## src/rtl/ifm_pkg.sv

```systemverilog
// Shared types and chunk geometry for the IFM chunk loader.
// Size macros fall back to a small default geometry when the build does not supply them.
`ifndef BUS_SIZE
`define BUS_SIZE 4
`endif
`ifndef MEM_SIZE
`define MEM_SIZE 16
`endif

package ifm_pkg;
  typedef enum logic {R_IDLE = 1'b0, R_BUSY = 1'b1} rd_state_e;

  localparam int BUS_SIZE_DEF = `BUS_SIZE;
  localparam int MEM_SIZE_DEF = `MEM_SIZE;

  function automatic int wr_dat_cyc_num(input int bus_size, input int mem_size);
    return mem_size / bus_size;
  endfunction

  localparam int WR_DAT_CYC_NUM = wr_dat_cyc_num(BUS_SIZE_DEF, MEM_SIZE_DEF);
  localparam int CNT_W_DEF      = $clog2(WR_DAT_CYC_NUM);
endpackage

```

## src/rtl/ifm_chunk_loader_if.sv

```systemverilog
// Beat stream, buffer write port and bank handshake of the IFM chunk loader.
interface ifm_chunk_loader_if
  import ifm_pkg::*;
#(
  parameter int BUS_SIZE = BUS_SIZE_DEF,
  parameter int CNT_W    = CNT_W_DEF
);
  logic                    in_valid_i;
  logic                    in_ready_o;
  logic [BUS_SIZE-1:0]     in_sparsemap_i;
  logic [BUS_SIZE*8-1:0]   in_nonzero_data_i;
  logic                    wr_valid_o;
  logic [BUS_SIZE-1:0]     wr_sparsemap_o;
  logic [BUS_SIZE*8-1:0]   wr_nonzero_data_o;
  logic [CNT_W-1:0]        wr_count_o;
  logic                    wr_sel_o;
  logic                    rd_release_i;
  logic                    chunk_start_o;
  logic                    rd_sel_o;
  logic [1:0]              bank_full_o;
  logic                    release_err_o;

  // slave is the loader, master is the upstream/compute environment
  modport slave (
    input  in_valid_i, in_sparsemap_i, in_nonzero_data_i, rd_release_i,
    output in_ready_o, wr_valid_o, wr_sparsemap_o, wr_nonzero_data_o, wr_count_o,
           wr_sel_o, chunk_start_o, rd_sel_o, bank_full_o, release_err_o
  );
  modport master (
    output in_valid_i, in_sparsemap_i, in_nonzero_data_i, rd_release_i,
    input  in_ready_o, wr_valid_o, wr_sparsemap_o, wr_nonzero_data_o, wr_count_o,
           wr_sel_o, chunk_start_o, rd_sel_o, bank_full_o, release_err_o
  );
endinterface

```

## src/rtl/ifm_bank_ctrl.sv

```systemverilog
// Ping-pong bank bookkeeping: full flags, reader FSM, read select and release error.
module ifm_bank_ctrl
  import ifm_pkg::*;
#(
  parameter int CNT_W  = 2,
  parameter int WR_CYC = 4
) (
  input  logic             clk_i,
  input  logic             rst_i,
  input  logic             wr_valid_i,
  input  logic [CNT_W-1:0] wr_count_i,
  input  logic             wr_sel_i,
  input  logic             rd_release_i,
  output logic [1:0]       bank_full_o,
  output logic             rd_sel_o,
  output logic             chunk_start_o,
  output logic             release_err_o
);
  localparam logic [CNT_W-1:0] LAST = CNT_W'(WR_CYC - 1);

  rd_state_e  state_q, state_d;
  logic       start_d, rel_acc, rel_err;
  logic [1:0] set_vec, clr_vec;

  always_ff @(posedge clk_i) begin
    if (rst_i) state_q <= R_IDLE;
    else       state_q <= state_d;
  end

  // A release seen while idle is dropped and only flagged.
  always_comb begin
    state_d = state_q;
    start_d = 1'b0;
    rel_acc = 1'b0;
    rel_err = 1'b0;
    case (state_q)
      R_IDLE: begin
        rel_err = rd_release_i;
        if (bank_full_o[rd_sel_o]) begin
          state_d = R_BUSY;
          start_d = 1'b1;
        end
      end
      R_BUSY: begin
        if (rd_release_i) begin
          state_d = R_IDLE;
          rel_acc = 1'b1;
        end
      end
      default: state_d = R_IDLE;
    endcase
  end

  assign set_vec = (wr_valid_i && wr_count_i == LAST) ? (2'b01 << wr_sel_i) : 2'b00;
  assign clr_vec = rel_acc ? (2'b01 << rd_sel_o) : 2'b00;

  always_ff @(posedge clk_i) begin
    if (rst_i) begin
      bank_full_o   <= 2'b00;
      rd_sel_o      <= 1'b0;
      chunk_start_o <= 1'b0;
      release_err_o <= 1'b0;
    end else begin
      bank_full_o   <= (bank_full_o | set_vec) & ~clr_vec;
      rd_sel_o      <= rd_sel_o ^ rel_acc;
      chunk_start_o <= start_d;
      release_err_o <= release_err_o | rel_err;
    end
  end
endmodule

```

## src/rtl/ifm_chunk_loader.sv

```systemverilog
// Packs compressed IFM beats into chunks and steers them into a ping-pong buffer.
module ifm_chunk_loader
  import ifm_pkg::*;
#(
  parameter int BUS_SIZE = BUS_SIZE_DEF,
  parameter int MEM_SIZE = MEM_SIZE_DEF
) (
  input  logic         clk_i,
  input  logic         rst_i,
  ifm_chunk_loader_if.slave bus
);
  localparam int               WR_CYC = wr_dat_cyc_num(BUS_SIZE, MEM_SIZE);
  localparam int               CNT_W  = $clog2(WR_CYC);
  localparam logic [CNT_W-1:0] LAST   = CNT_W'(WR_CYC - 1);

  logic             in_bank;
  logic [CNT_W-1:0] in_cnt;
  logic             in_ready, accept;
  logic [1:0]       bank_full;

  // Ready looks only at registered state, never at in_valid_i.
  assign in_ready       = ~bank_full[in_bank];
  assign accept         = bus.in_valid_i & in_ready;
  assign bus.in_ready_o = in_ready;
  assign bus.bank_full_o = bank_full;

  always_ff @(posedge clk_i) begin
    if (rst_i) begin
      in_bank               <= 1'b0;
      in_cnt                <= '0;
      bus.wr_valid_o        <= 1'b0;
      bus.wr_sparsemap_o    <= '0;
      bus.wr_nonzero_data_o <= '0;
      bus.wr_count_o        <= '0;
      bus.wr_sel_o          <= 1'b0;
    end else begin
      bus.wr_valid_o <= accept;
      if (accept) begin
        in_cnt                <= (in_cnt == LAST) ? '0 : in_cnt + 1'b1;
        in_bank               <= in_bank ^ (in_cnt == LAST);
        bus.wr_sparsemap_o    <= bus.in_sparsemap_i;
        bus.wr_nonzero_data_o <= bus.in_nonzero_data_i;
        bus.wr_count_o        <= in_cnt;
        bus.wr_sel_o          <= in_bank;
      end
    end
  end

  ifm_bank_ctrl #(.CNT_W(CNT_W), .WR_CYC(WR_CYC)) u_bank_ctrl (
    .clk_i         (clk_i),
    .rst_i         (rst_i),
    .wr_valid_i    (bus.wr_valid_o),
    .wr_count_i    (bus.wr_count_o),
    .wr_sel_i      (bus.wr_sel_o),
    .rd_release_i  (bus.rd_release_i),
    .bank_full_o   (bank_full),
    .rd_sel_o      (bus.rd_sel_o),
    .chunk_start_o (bus.chunk_start_o),
    .release_err_o (bus.release_err_o)
  );
endmodule
```

## src/flat_wrapper.sv

```systemverilog
// flat-port wrapper written by rule: the top's interface ports become plain ports
module ifm_chunk_loader_flat import ifm_pkg::*;
#(
  parameter int BUS_SIZE = BUS_SIZE_DEF,
  parameter int MEM_SIZE = MEM_SIZE_DEF
)
  (clk_i, rst_i, bus_in_valid_i, bus_in_sparsemap_i, bus_in_nonzero_data_i, bus_rd_release_i, bus_in_ready_o, bus_wr_valid_o, bus_wr_sparsemap_o, bus_wr_nonzero_data_o, bus_wr_count_o, bus_wr_sel_o, bus_chunk_start_o, bus_rd_sel_o, bus_bank_full_o, bus_release_err_o);
  ifm_chunk_loader_if #(.BUS_SIZE(BUS_SIZE)) bus_i ();
  input  logic clk_i;
  input  logic rst_i;
  input wire logic [$bits(bus_i.in_valid_i)-1:0] bus_in_valid_i;
  input wire logic [$bits(bus_i.in_sparsemap_i)-1:0] bus_in_sparsemap_i;
  input wire logic [$bits(bus_i.in_nonzero_data_i)-1:0] bus_in_nonzero_data_i;
  input wire logic [$bits(bus_i.rd_release_i)-1:0] bus_rd_release_i;
  output wire logic [$bits(bus_i.in_ready_o)-1:0] bus_in_ready_o;
  output wire logic [$bits(bus_i.wr_valid_o)-1:0] bus_wr_valid_o;
  output wire logic [$bits(bus_i.wr_sparsemap_o)-1:0] bus_wr_sparsemap_o;
  output wire logic [$bits(bus_i.wr_nonzero_data_o)-1:0] bus_wr_nonzero_data_o;
  output wire logic [$bits(bus_i.wr_count_o)-1:0] bus_wr_count_o;
  output wire logic [$bits(bus_i.wr_sel_o)-1:0] bus_wr_sel_o;
  output wire logic [$bits(bus_i.chunk_start_o)-1:0] bus_chunk_start_o;
  output wire logic [$bits(bus_i.rd_sel_o)-1:0] bus_rd_sel_o;
  output wire logic [$bits(bus_i.bank_full_o)-1:0] bus_bank_full_o;
  output wire logic [$bits(bus_i.release_err_o)-1:0] bus_release_err_o;
  assign bus_i.in_valid_i = bus_in_valid_i;
  assign bus_i.in_sparsemap_i = bus_in_sparsemap_i;
  assign bus_i.in_nonzero_data_i = bus_in_nonzero_data_i;
  assign bus_i.rd_release_i = bus_rd_release_i;
  assign bus_in_ready_o = bus_i.in_ready_o;
  assign bus_wr_valid_o = bus_i.wr_valid_o;
  assign bus_wr_sparsemap_o = bus_i.wr_sparsemap_o;
  assign bus_wr_nonzero_data_o = bus_i.wr_nonzero_data_o;
  assign bus_wr_count_o = bus_i.wr_count_o;
  assign bus_wr_sel_o = bus_i.wr_sel_o;
  assign bus_chunk_start_o = bus_i.chunk_start_o;
  assign bus_rd_sel_o = bus_i.rd_sel_o;
  assign bus_bank_full_o = bus_i.bank_full_o;
  assign bus_release_err_o = bus_i.release_err_o;
  ifm_chunk_loader #(.BUS_SIZE(BUS_SIZE), .MEM_SIZE(MEM_SIZE)) u_core (.clk_i(clk_i), .rst_i(rst_i), .bus(bus_i));
endmodule
```

## config.mk

```make
export PLATFORM = sky130hd
export DESIGN_NAME = ifm_chunk_loader_flat
export DESIGN_NICKNAME = d
export VERILOG_FILES = /design/src/rtl/ifm_pkg.sv /design/src/rtl/ifm_chunk_loader_if.sv /design/src/rtl/ifm_bank_ctrl.sv /design/src/rtl/ifm_chunk_loader.sv /design/src/flat_wrapper.sv
export SDC_FILE = /design/constraint.sdc
export NUM_CORES = 1
export LEC_CHECK = 0
export ABC_AREA = 1
export CORE_MARGIN = 3
export CORE_UTILIZATION = 45
export DETAILED_ROUTE_END_ITERATION = 10
export PLACE_DENSITY = 0.84
export SLEW_MARGIN = 0
export SYNTH_ARGS = -nofsm -noshare
export SYNTH_HDL_FRONTEND = slang
export SYNTH_SLANG_ARGS = --single-unit
```

## constraint.sdc

```tcl
create_clock -name clk_i -period 2.5 [get_ports clk_i]
set_clock_uncertainty 0.1 [all_clocks]
set_input_delay 0.375 -clock clk_i [delete_from_list [all_inputs] [get_ports clk_i]]
set_output_delay 0.375 -clock clk_i [all_outputs]
set_load 0.02 [all_outputs]
```

Word level (Yosys, flattened, before mapping)
Cells that the tools add are included.
{"block": "word_totals", "in_bits": 40, "out_inout_bits": 46, "elab_cells": 43, "ff_bits": 49}
{"block": "classes", "bitwise_logic": 9, "n_shift": 2, "eq_ne": 2, "n_reduce_logical": 2, "addsub": 1, "magnitude_cmp": 2, "n_mux": 13}
{"op": "two-way mux 1 bit", "n": 9}
{"op": "two-way mux 2 bit", "n": 3}
{"op": "== test 2 bit, second input constant", "n": 2}
{"op": "< comparator 1 x 2 -> 1 bit, second input constant", "n": 2}
{"op": "left shift 1 x 1 -> 2 bit, first input constant", "n": 2}
{"op": "adder 2 x 1 -> 2 bit, second input constant", "n": 1}
{"op": "AND 2 bit", "n": 1}
{"op": "inverter 1 bit", "n": 2}
{"op": "inverter 2 bit", "n": 1}
{"op": "bitwise OR 2 bit", "n": 1}
{"op": "case mux 1 bit (2 select lines)", "n": 1}
{"op": "OR reduction 2 bit", "n": 1}
{"op": "XOR 1 bit", "n": 2}
{"op": "AND 1 bit", "n": 1}
{"op": "logical AND 1 bit", "n": 1}
{"op": "bitwise OR 1 bit", "n": 1}

Longest topological paths before layout
Gate-level depths: netlist of the first run.
{"block": "logic_depth", "depth_word": 5, "mapped_depth": 7, "depth_no_buf": 6}

Modules after synthesis
Synthesis of the first run repeated with hierarchy kept, for this count alone.
{"block": "unflattened", "cells_unflattened": 302, "hier_area_um2": 2042.0}
{"mod": "ifm_chunk_loader", "instances": 1, "area_each_um2": 1778.0, "seq_area_each_um2": 860.8, "cells_each": 270}
{"mod": "ifm_bank_ctrl", "instances": 1, "area_each_um2": 264.0, "seq_area_each_um2": 120.1, "cells_each": 32}

Worst setup path before layout of the first run
No wires, ideal clock.
{"block": "synth_timing", "path_type": "register to output", "startpoint": "reg u_core.u_bank_ctrl.bank_full_o[1]", "endpoint": "out bus_in_ready_o", "slack_ps": 1179, "n_path_buf": 0, "stages_incl_launch_ff": 3, "required_time_ps": 2025, "arrival_ps": 846, "path_cell_list": "dfxtp_1 -> nand2_1 -> and2_1"}
{"block": "synth_between", "elab_chain_cells": 3}
{"item": "start: declaration", "line_no": "ifm_bank_ctrl.sv:14", "rtl": "output logic [1:0] bank_full_o,"}
{"item": "start signal: assignment", "line_no": "ifm_bank_ctrl.sv:64", "rtl": "bank_full_o <= (bank_full_o | set_vec) & ~clr_vec;"}
{"item": "two-way mux 1 bit (not written as such) (2 in a row)", "line_no": "ifm_chunk_loader.sv:22", "rtl": "assign in_ready = ~bank_full[in_bank];"}
{"item": "inverter 1 bit", "line_no": "ifm_chunk_loader.sv:22"}
{"item": "end: declaration", "line_no": "flat_wrapper.sv:15", "rtl": "output wire logic [$bits(bus_i.in_ready_o)-1:0] bus_in_ready_o;"}
No other way between the ends. The select of a mux whose other input is x is not followed.

Final worst setup path of the first run
{"block": "layout_timing", "startpoint": "reg u_core.in_bank", "endpoint": "out bus_in_ready_o"}
{"block": "layout_between", "elab_chain_cells": 3}
{"item": "start: declaration", "line_no": "ifm_chunk_loader.sv:16", "rtl": "logic in_bank;"}
{"item": "start signal: assignment", "line_no": "ifm_chunk_loader.sv:40", "rtl": "in_bank <= in_bank ^ (in_cnt == LAST);"}
{"item": "two-way mux 1 bit (not written as such) (2 in a row)", "line_no": "ifm_chunk_loader.sv:22"}
{"item": "inverter 1 bit", "line_no": "ifm_chunk_loader.sv:22"}
No other way between the ends. The select of a mux whose other input is x is not followed.

==> flow_summary.yaml, run 1 <==
outcome:
  status: "finished clean"
power:
  combPwrFrac: 0.210
  swShare: 0.264
  power_leakage_nw: 1.43
  power_density_nw_per_um2: 569
  p_int_mw: 1.27
  clockPowerShare: 0.289
  ir_drop_mv: 0.376
  p_sw_uw: 454
  pwr-share-seq: 0.501
finish:
  n_antenna_cell: 0
  drive_gt1_frac: 0.0465
  fillCellCount: 342
  finalNetCount: 429
  syn2layout_area_growth_pct: 47.0
  stdcell_count: 437
logic_synthesis:
  synth_top_area_frac: 0.477
  ys_seq_area_frac: 0.477
  yosysMostFrequentCell: "nand2_1"
  postSynthAreaPerCell_um2: 6.81
  dominantRegCellSynth: "dfxtp_1"
  synth_edf_count: 0
  synthTopCellsByCount: "88 x nand2_1, 81 x nor2_1, 49 x dfxtp_1"
  netlist_instances: 302
  synthTopCellsByArea: "dfxtp_1 48%, nand2_1 16%, nor2_1 15%"
  syn_nets: 345
  ys_warn_count: 0
  ys_ff_latch: 49
  async_flop_share: 0
  netlist_area_um2: 2060
  synth_top_area_cell: "dfxtp_1"
  netlist-cell-type-count: 19
timing:
  tightest_slew_ns: 0.325
  finalMaxSlewViolations: 0
  rsz0062_at_grt: "no"
  relSlewSlack: 0.782
  fin_crit_sh: 0.821
  finalSetupViolCount: 0
  clock.fmax_mhz: 487
  hold_viol_final: 0
  hold_ws_ns: 0.392
  finalCriticalPeriod_ns: 2.05
  fin_tns_setup_ns: 0
routing:
  drtIter0Drc: 85
  dr.pass1.iters: 4
  via_per_inst: 4.35
  vias: 1900
  drc_errors: 0
  ant_nets: 0
  wirelength_um: 4510
  wire_per_inst_um: 10.3
setup_path:
  crit_end: "bus_in_ready_o"
  critPathMaxFanout: 4
  cp-startpoint: "u_core.in_bank"
  reg2reg_from: "u_core.in_bank"
  worstSetupEndpointType: "primary output"
  cpMaxStageDelayCell: "clkdlybuf4s50_1"
  r2r_end: "u_core.bus.wr_nonzero_data_o[6]"
  path_class: "reg2out"
  reg2reg_setup_slack_ns: 0.89
  start_kind: "flip-flop"
  r2r_cells: 6
  path_cells: "inv_2 > nand2_4 > and2_1 > clkdlybuf4s50_1"
  cpPeakStageDelay_ns: 0.61
  crit_required_ns: 2.03
  worst_ep_arrival_time_ns: 1.58
floorplan:
  die_area_um2: 5420
  die_w_um: 73.6
  die_h_um: 73.6
  core_um2: 4200
  ios: 86
  initial_utilization: 0.490
  fp-row-count: 23
cts:
  clkLatencyLatePin_ns: 0.29
  cts-buffers-inserted: 5
  cts_tree: "yes"
  cts_setup_buffers: 0
  cts-resized-gates: 0
  htreeDepth: 2
  cts_hold_buffers: 0
  cts.sinks: 49
  path_clk_slew_ns: 0.09
  cts_root_buffer: "clkbuf_8"
  clk_path_buf_depth: 2
min_path:
  hold_class: "reg2reg"
placement:
  io_buffers: 85
  dp.cells: 429
  dp_hpwl_um: 3300
  place.gp.congestion: 0.748
grt:
  grt_max_degree: 33
  first_global_vias: 1704
  grt_usage: 0.173
  grt-ovfl-total: 0
  grt_pass1_wl_um: 7410
  antenna_found_initial: 0
job:
  cap_viol_max_count: 0
[power by group through the flow]
stage | logic (mW) | registers (mW) | clock network, mW
2_1_floorplan | 0.130 | 0.936 | 0
6_report | 0.361 | 0.862 | 0.496
3_3_place_gp | 0.357 | 0.879 | 0
3_5_place_dp | 0.363 | 0.880 | 0
5_1_grt | 0.398 | 0.869 | 0.547
4_1_cts | 0.366 | 0.863 | 0.512
[logic make-up (layout without fill, tap and decap cells)]
family,after synthesis,count (layout),synth area share
buffers and inverters,61,146,0.134
adders and majority gates,3,3,0.0183
DFF,49,49,0.477
AOI/OAI and AO/OA,8,8,0.0195
and+or+nand+nor,181,181,0.352
[critical path: cells and delay by family (launching register included)]
kind / cells / cell delay [ns]
DFF: 1 / 0.39
buffers and inverters: 2 / 0.69
and+or+nand+nor: 2 / 0.20
[per-layer routing]
metal / vias up / track usage / part of all wire
met5: - / 0 / 0
met1: 802 / 0.204 / 0.44
li1: 1037 / - / -
met3: 4 / 0.0698 / 0.099
met4: 0 / 0.0483 / 0.0069
met2: 57 / 0.290 / 0.45
[registers in the layout, indices dropped and copies added, names as in the netlist]
signal / count
u_core.u_bank_ctrl.rd_sel_o: 1
u_core.u_bank_ctrl.state_q: 1
u_core.bus.wr_nonzero_data_o: 32
u_core.u_bank_ctrl.release_err_o: 1
u_core.in_cnt: 2
u_core.bus.wr_valid_o: 1
u_core.bus.wr_count_o: 2
u_core.bus.wr_sparsemap_o: 4
u_core.u_bank_ctrl.chunk_start_o: 1
u_core.bus.wr_sel_o: 1
u_core.u_bank_ctrl.bank_full_o: 2
u_core.in_bank: 1
[how the worst min path moves through the flow]
stage / start / endpoint / slack [ns] / depth (start not counted)
after floorplan: rst_i / u_core.u_bank_ctrl.rd_sel_o / 0.34 / 1
after global placement: u_core.u_bank_ctrl.release_err_o / u_core.u_bank_ctrl.release_err_o / 0.35 / 2
after detailed placement: u_core.u_bank_ctrl.release_err_o / u_core.u_bank_ctrl.release_err_o / 0.38 / 2
after CTS: u_core.u_bank_ctrl.bank_full_o[1] / u_core.u_bank_ctrl.bank_full_o[1] / 0.40 / 2
after global routing: u_core.u_bank_ctrl.bank_full_o[1] / u_core.u_bank_ctrl.bank_full_o[1] / 0.41 / 2
final: u_core.u_bank_ctrl.release_err_o / u_core.u_bank_ctrl.release_err_o / 0.39 / 2
[cell type report]
type,instances,area [um^2],share of cell area
Inverter,49,184,0.0608
Tap cell,50,62.6,0.0207
Clock buffer,7,96.3,0.0319
Multi-Input combinational cell,192,801,0.265
Timing Repair Buffer,89,893,0.296
Sequential cell,49,981,0.325
Clock inverter,1,5.00,0.00166
[stage by stage]
step / utilization / power, mW / instance area [um^2] / setup slack, ns
6_report: 0.719 / 1.72 / 3020 / 0.448
4_1_cts: 0.719 / 1.74 / 3020 / 0.436
3_5_place_dp: 0.695 / 1.24 / 2920 / 0.517
3_3_place_gp: 0.695 / 1.24 / 2920 / 0.557
2_1_floorplan: - / 1.07 / 2060 / 1.18
5_1_grt: 0.719 / 1.81 / 3020 / 0.376
[cell usage in the layout (no fill, tap or decap)]
master / Yosys / layout
a21oi_1: 5 / 5
and2_1: 1 / 1
buf_12: 0 / 1
buf_4: 4 / 3
clkbuf_8: 0 / 7
clkdlybuf4s50_1: 0 / 85
clkinv_1: 1 / 1
clkinv_2: 0 / 1
dfxtp_1: 49 / 49
ha_1: 3 / 3
inv_1: 47 / 47
inv_2: 1 / 1
nand2_1: 88 / 88
nand2_4: 1 / 1
nand3_1: 2 / 2
nand3_4: 1 / 1
nand4_1: 4 / 4
nor2_1: 81 / 81
o21ai_0: 3 / 3
or2_2: 3 / 3
No activity file was read; power rests on OpenSTA's default activity.
==> run 2, diff against run 1 <==
CORE_UTILIZATION = 38   (was 45)
PLACE_DENSITY = 0.75   (was 0.84)
clock period = 1.8 ns   (was 2.5 ns; I/O delays follow)
==> flow_summary.yaml, run 2 (synthesized netlist as in run 1, its figures left out) <==
timing:
  relSlewSlack: 0.704
  clock.fmax_mhz: 584
  finalSetupViolCount: 0
  fin_crit_sh: 0.951
  setup_slack_ns: 0.0873
  hold_ws_ns: 0.363
  hold_viol_final: 0
  tightest_slew_ns: 0.444
  rsz0062_at_grt: "no"
  finalCriticalPeriod_ns: 1.71
  finalMaxSlewViolations: 0
  fin_tns_setup_ns: 0
grt:
  grt_max_degree: 44
  grt_pass1_wl_um: 7890
  grt-ovfl-total: 0
  antenna_found_initial: 0
  grt_usage: 0.154
  first_global_vias: 1900
floorplan:
  die_h_um: 79.6
  ios: 86
  initial_utilization: 0.398
  core_um2: 5170
  die_area_um2: 6330
  fp-row-count: 26
  die_w_um: 79.6
finish:
  final_cell_mix: "88 x nand2_1, 84 x clkdlybuf4s50_1, 81 x nor2_1"
  top_regs: "u_core.bus.wr_nonzero_data_o (32), u_core.bus.wr_sparsemap_o (4)"
  finalNetCount: 429
  drive_gt1_frac: 0.0415
  postLayoutCoreUtil: 0.589
  n_antenna_cell: 0
  layout_commonest_cell: "nand2_1"
  design_area_um2: 3040
  stdcell_count: 456
  syn2layout_area_growth_pct: 48.0
  regMostFlops: "u_core.bus.wr_nonzero_data_o"
  largest_reg_flops: 32
power:
  power_density_nw_per_um2: 768
  ir_drop_mv: 0.411
  power_leakage_nw: 1.42
  total_power_mw: 2.34
cts:
  cts_hold_buffers: 0
  clkLatencyLatePin_ns: 0.29
  path_clk_slew_ns: 0.08
  htreeDepth: 2
  cts.sinks: 49
  cts_tree: "yes"
  cts_root_buffer: "clkbuf_8"
  cts-buffers-inserted: 5
  clk_path_buf_depth: 2
setup_path:
  worst_ep_arrival_time_ns: 1.34
  critPathMaxFanout: 4
  reg2reg_setup_slack_ns: 0.48
  start_kind: "flip-flop"
  crit_required_ns: 1.43
  cpMaxStageDelayCell: "clkdlybuf4s50_1"
  path_cells: "clkdlybuf4s50_1"
  critPathBufInv: 1
  path_class: "reg2out"
  cpLargestDelayFamily: "buffers and inverters"
  worstSetupEndpointType: "primary output"
  cpPeakStageDelay_ns: 0.64
routing:
  drc_errors: 0
  via_per_inst: 4.23
  ant_nets: 0
  vias: 1929
  drtIter0Drc: 59
  dr.pass1.iters: 4
  wire_per_inst_um: 9.86
  wirelength_um: 4490
placement:
  place_ws_ns: 0.131
  dp_hpwl_um: 3130
  placed_cell_area_um2: 2960
  io_buffers: 85
  place.gp.congestion: 0.693
  dp.cells: 449
min_path:
  hold_class: "reg2reg"
job:
  cap_viol_max_count: 0
outcome:
  status: "finished clean"
run 2: cell count changes in the layout (fill, tap and decap cells not counted), sizes merged:
cell           change
clkdlybuf4s50      -1
clkinv             -1
dlygate4sd2        +1
run 2: path summary, 6_finish.rpt:
kind | from | to | cells past startpoint
worst max-delay path | u_core.u_bank_ctrl.bank_full_o[0] | bus_bank_full_o[0] | 1
worst min-delay path | u_core.u_bank_ctrl.release_err_o | u_core.u_bank_ctrl.release_err_o | 2
worst max register to register | u_core.in_bank | u_core.bus.wr_nonzero_data_o[30] | 6
worst min register to register | u_core.u_bank_ctrl.release_err_o | u_core.u_bank_ctrl.release_err_o | 2
run 2: repair_timing:
item	in CTS	in global routing
setup endpoints to repair	1	0
setup buffers	0	0
gates resized for setup	1	0
run 2: layer usage:
metal	wire length, um	global-route usage
met4	46	0.0447
met1	1950	0.167
met3	469	0.0745
met2	2030	0.266
met5	0	0
run 2: area by class of cell:
cell class / instances / area [um^2]
Timing Repair Buffer: 89 / 905
Fill cell: 472 / 2130
Sequential cell: 49 / 981
Tap cell: 70 / 87.6
Clock buffer: 7 / 86.3
Multi-Input combinational cell: 192 / 801
Inverter: 49 / 184
run 2: worst reg2reg max path, stage by stage (launching register included):
cell     delay (ns)
dfxtp_1        0.38
nand2_1        0.16
nand3_4        0.19
buf_12         0.21
nand2_1        0.09
nand2_1        0.06
nor2_1         0.04
run 2: power by group:
group	internal, mW	total [mW]	switching, mW
Combinational	0.258	0.506	0.248
Clock	0.305	0.636	0.331
Sequential	1.16	1.19	0.0384
Total	1.72	2.34	0.618
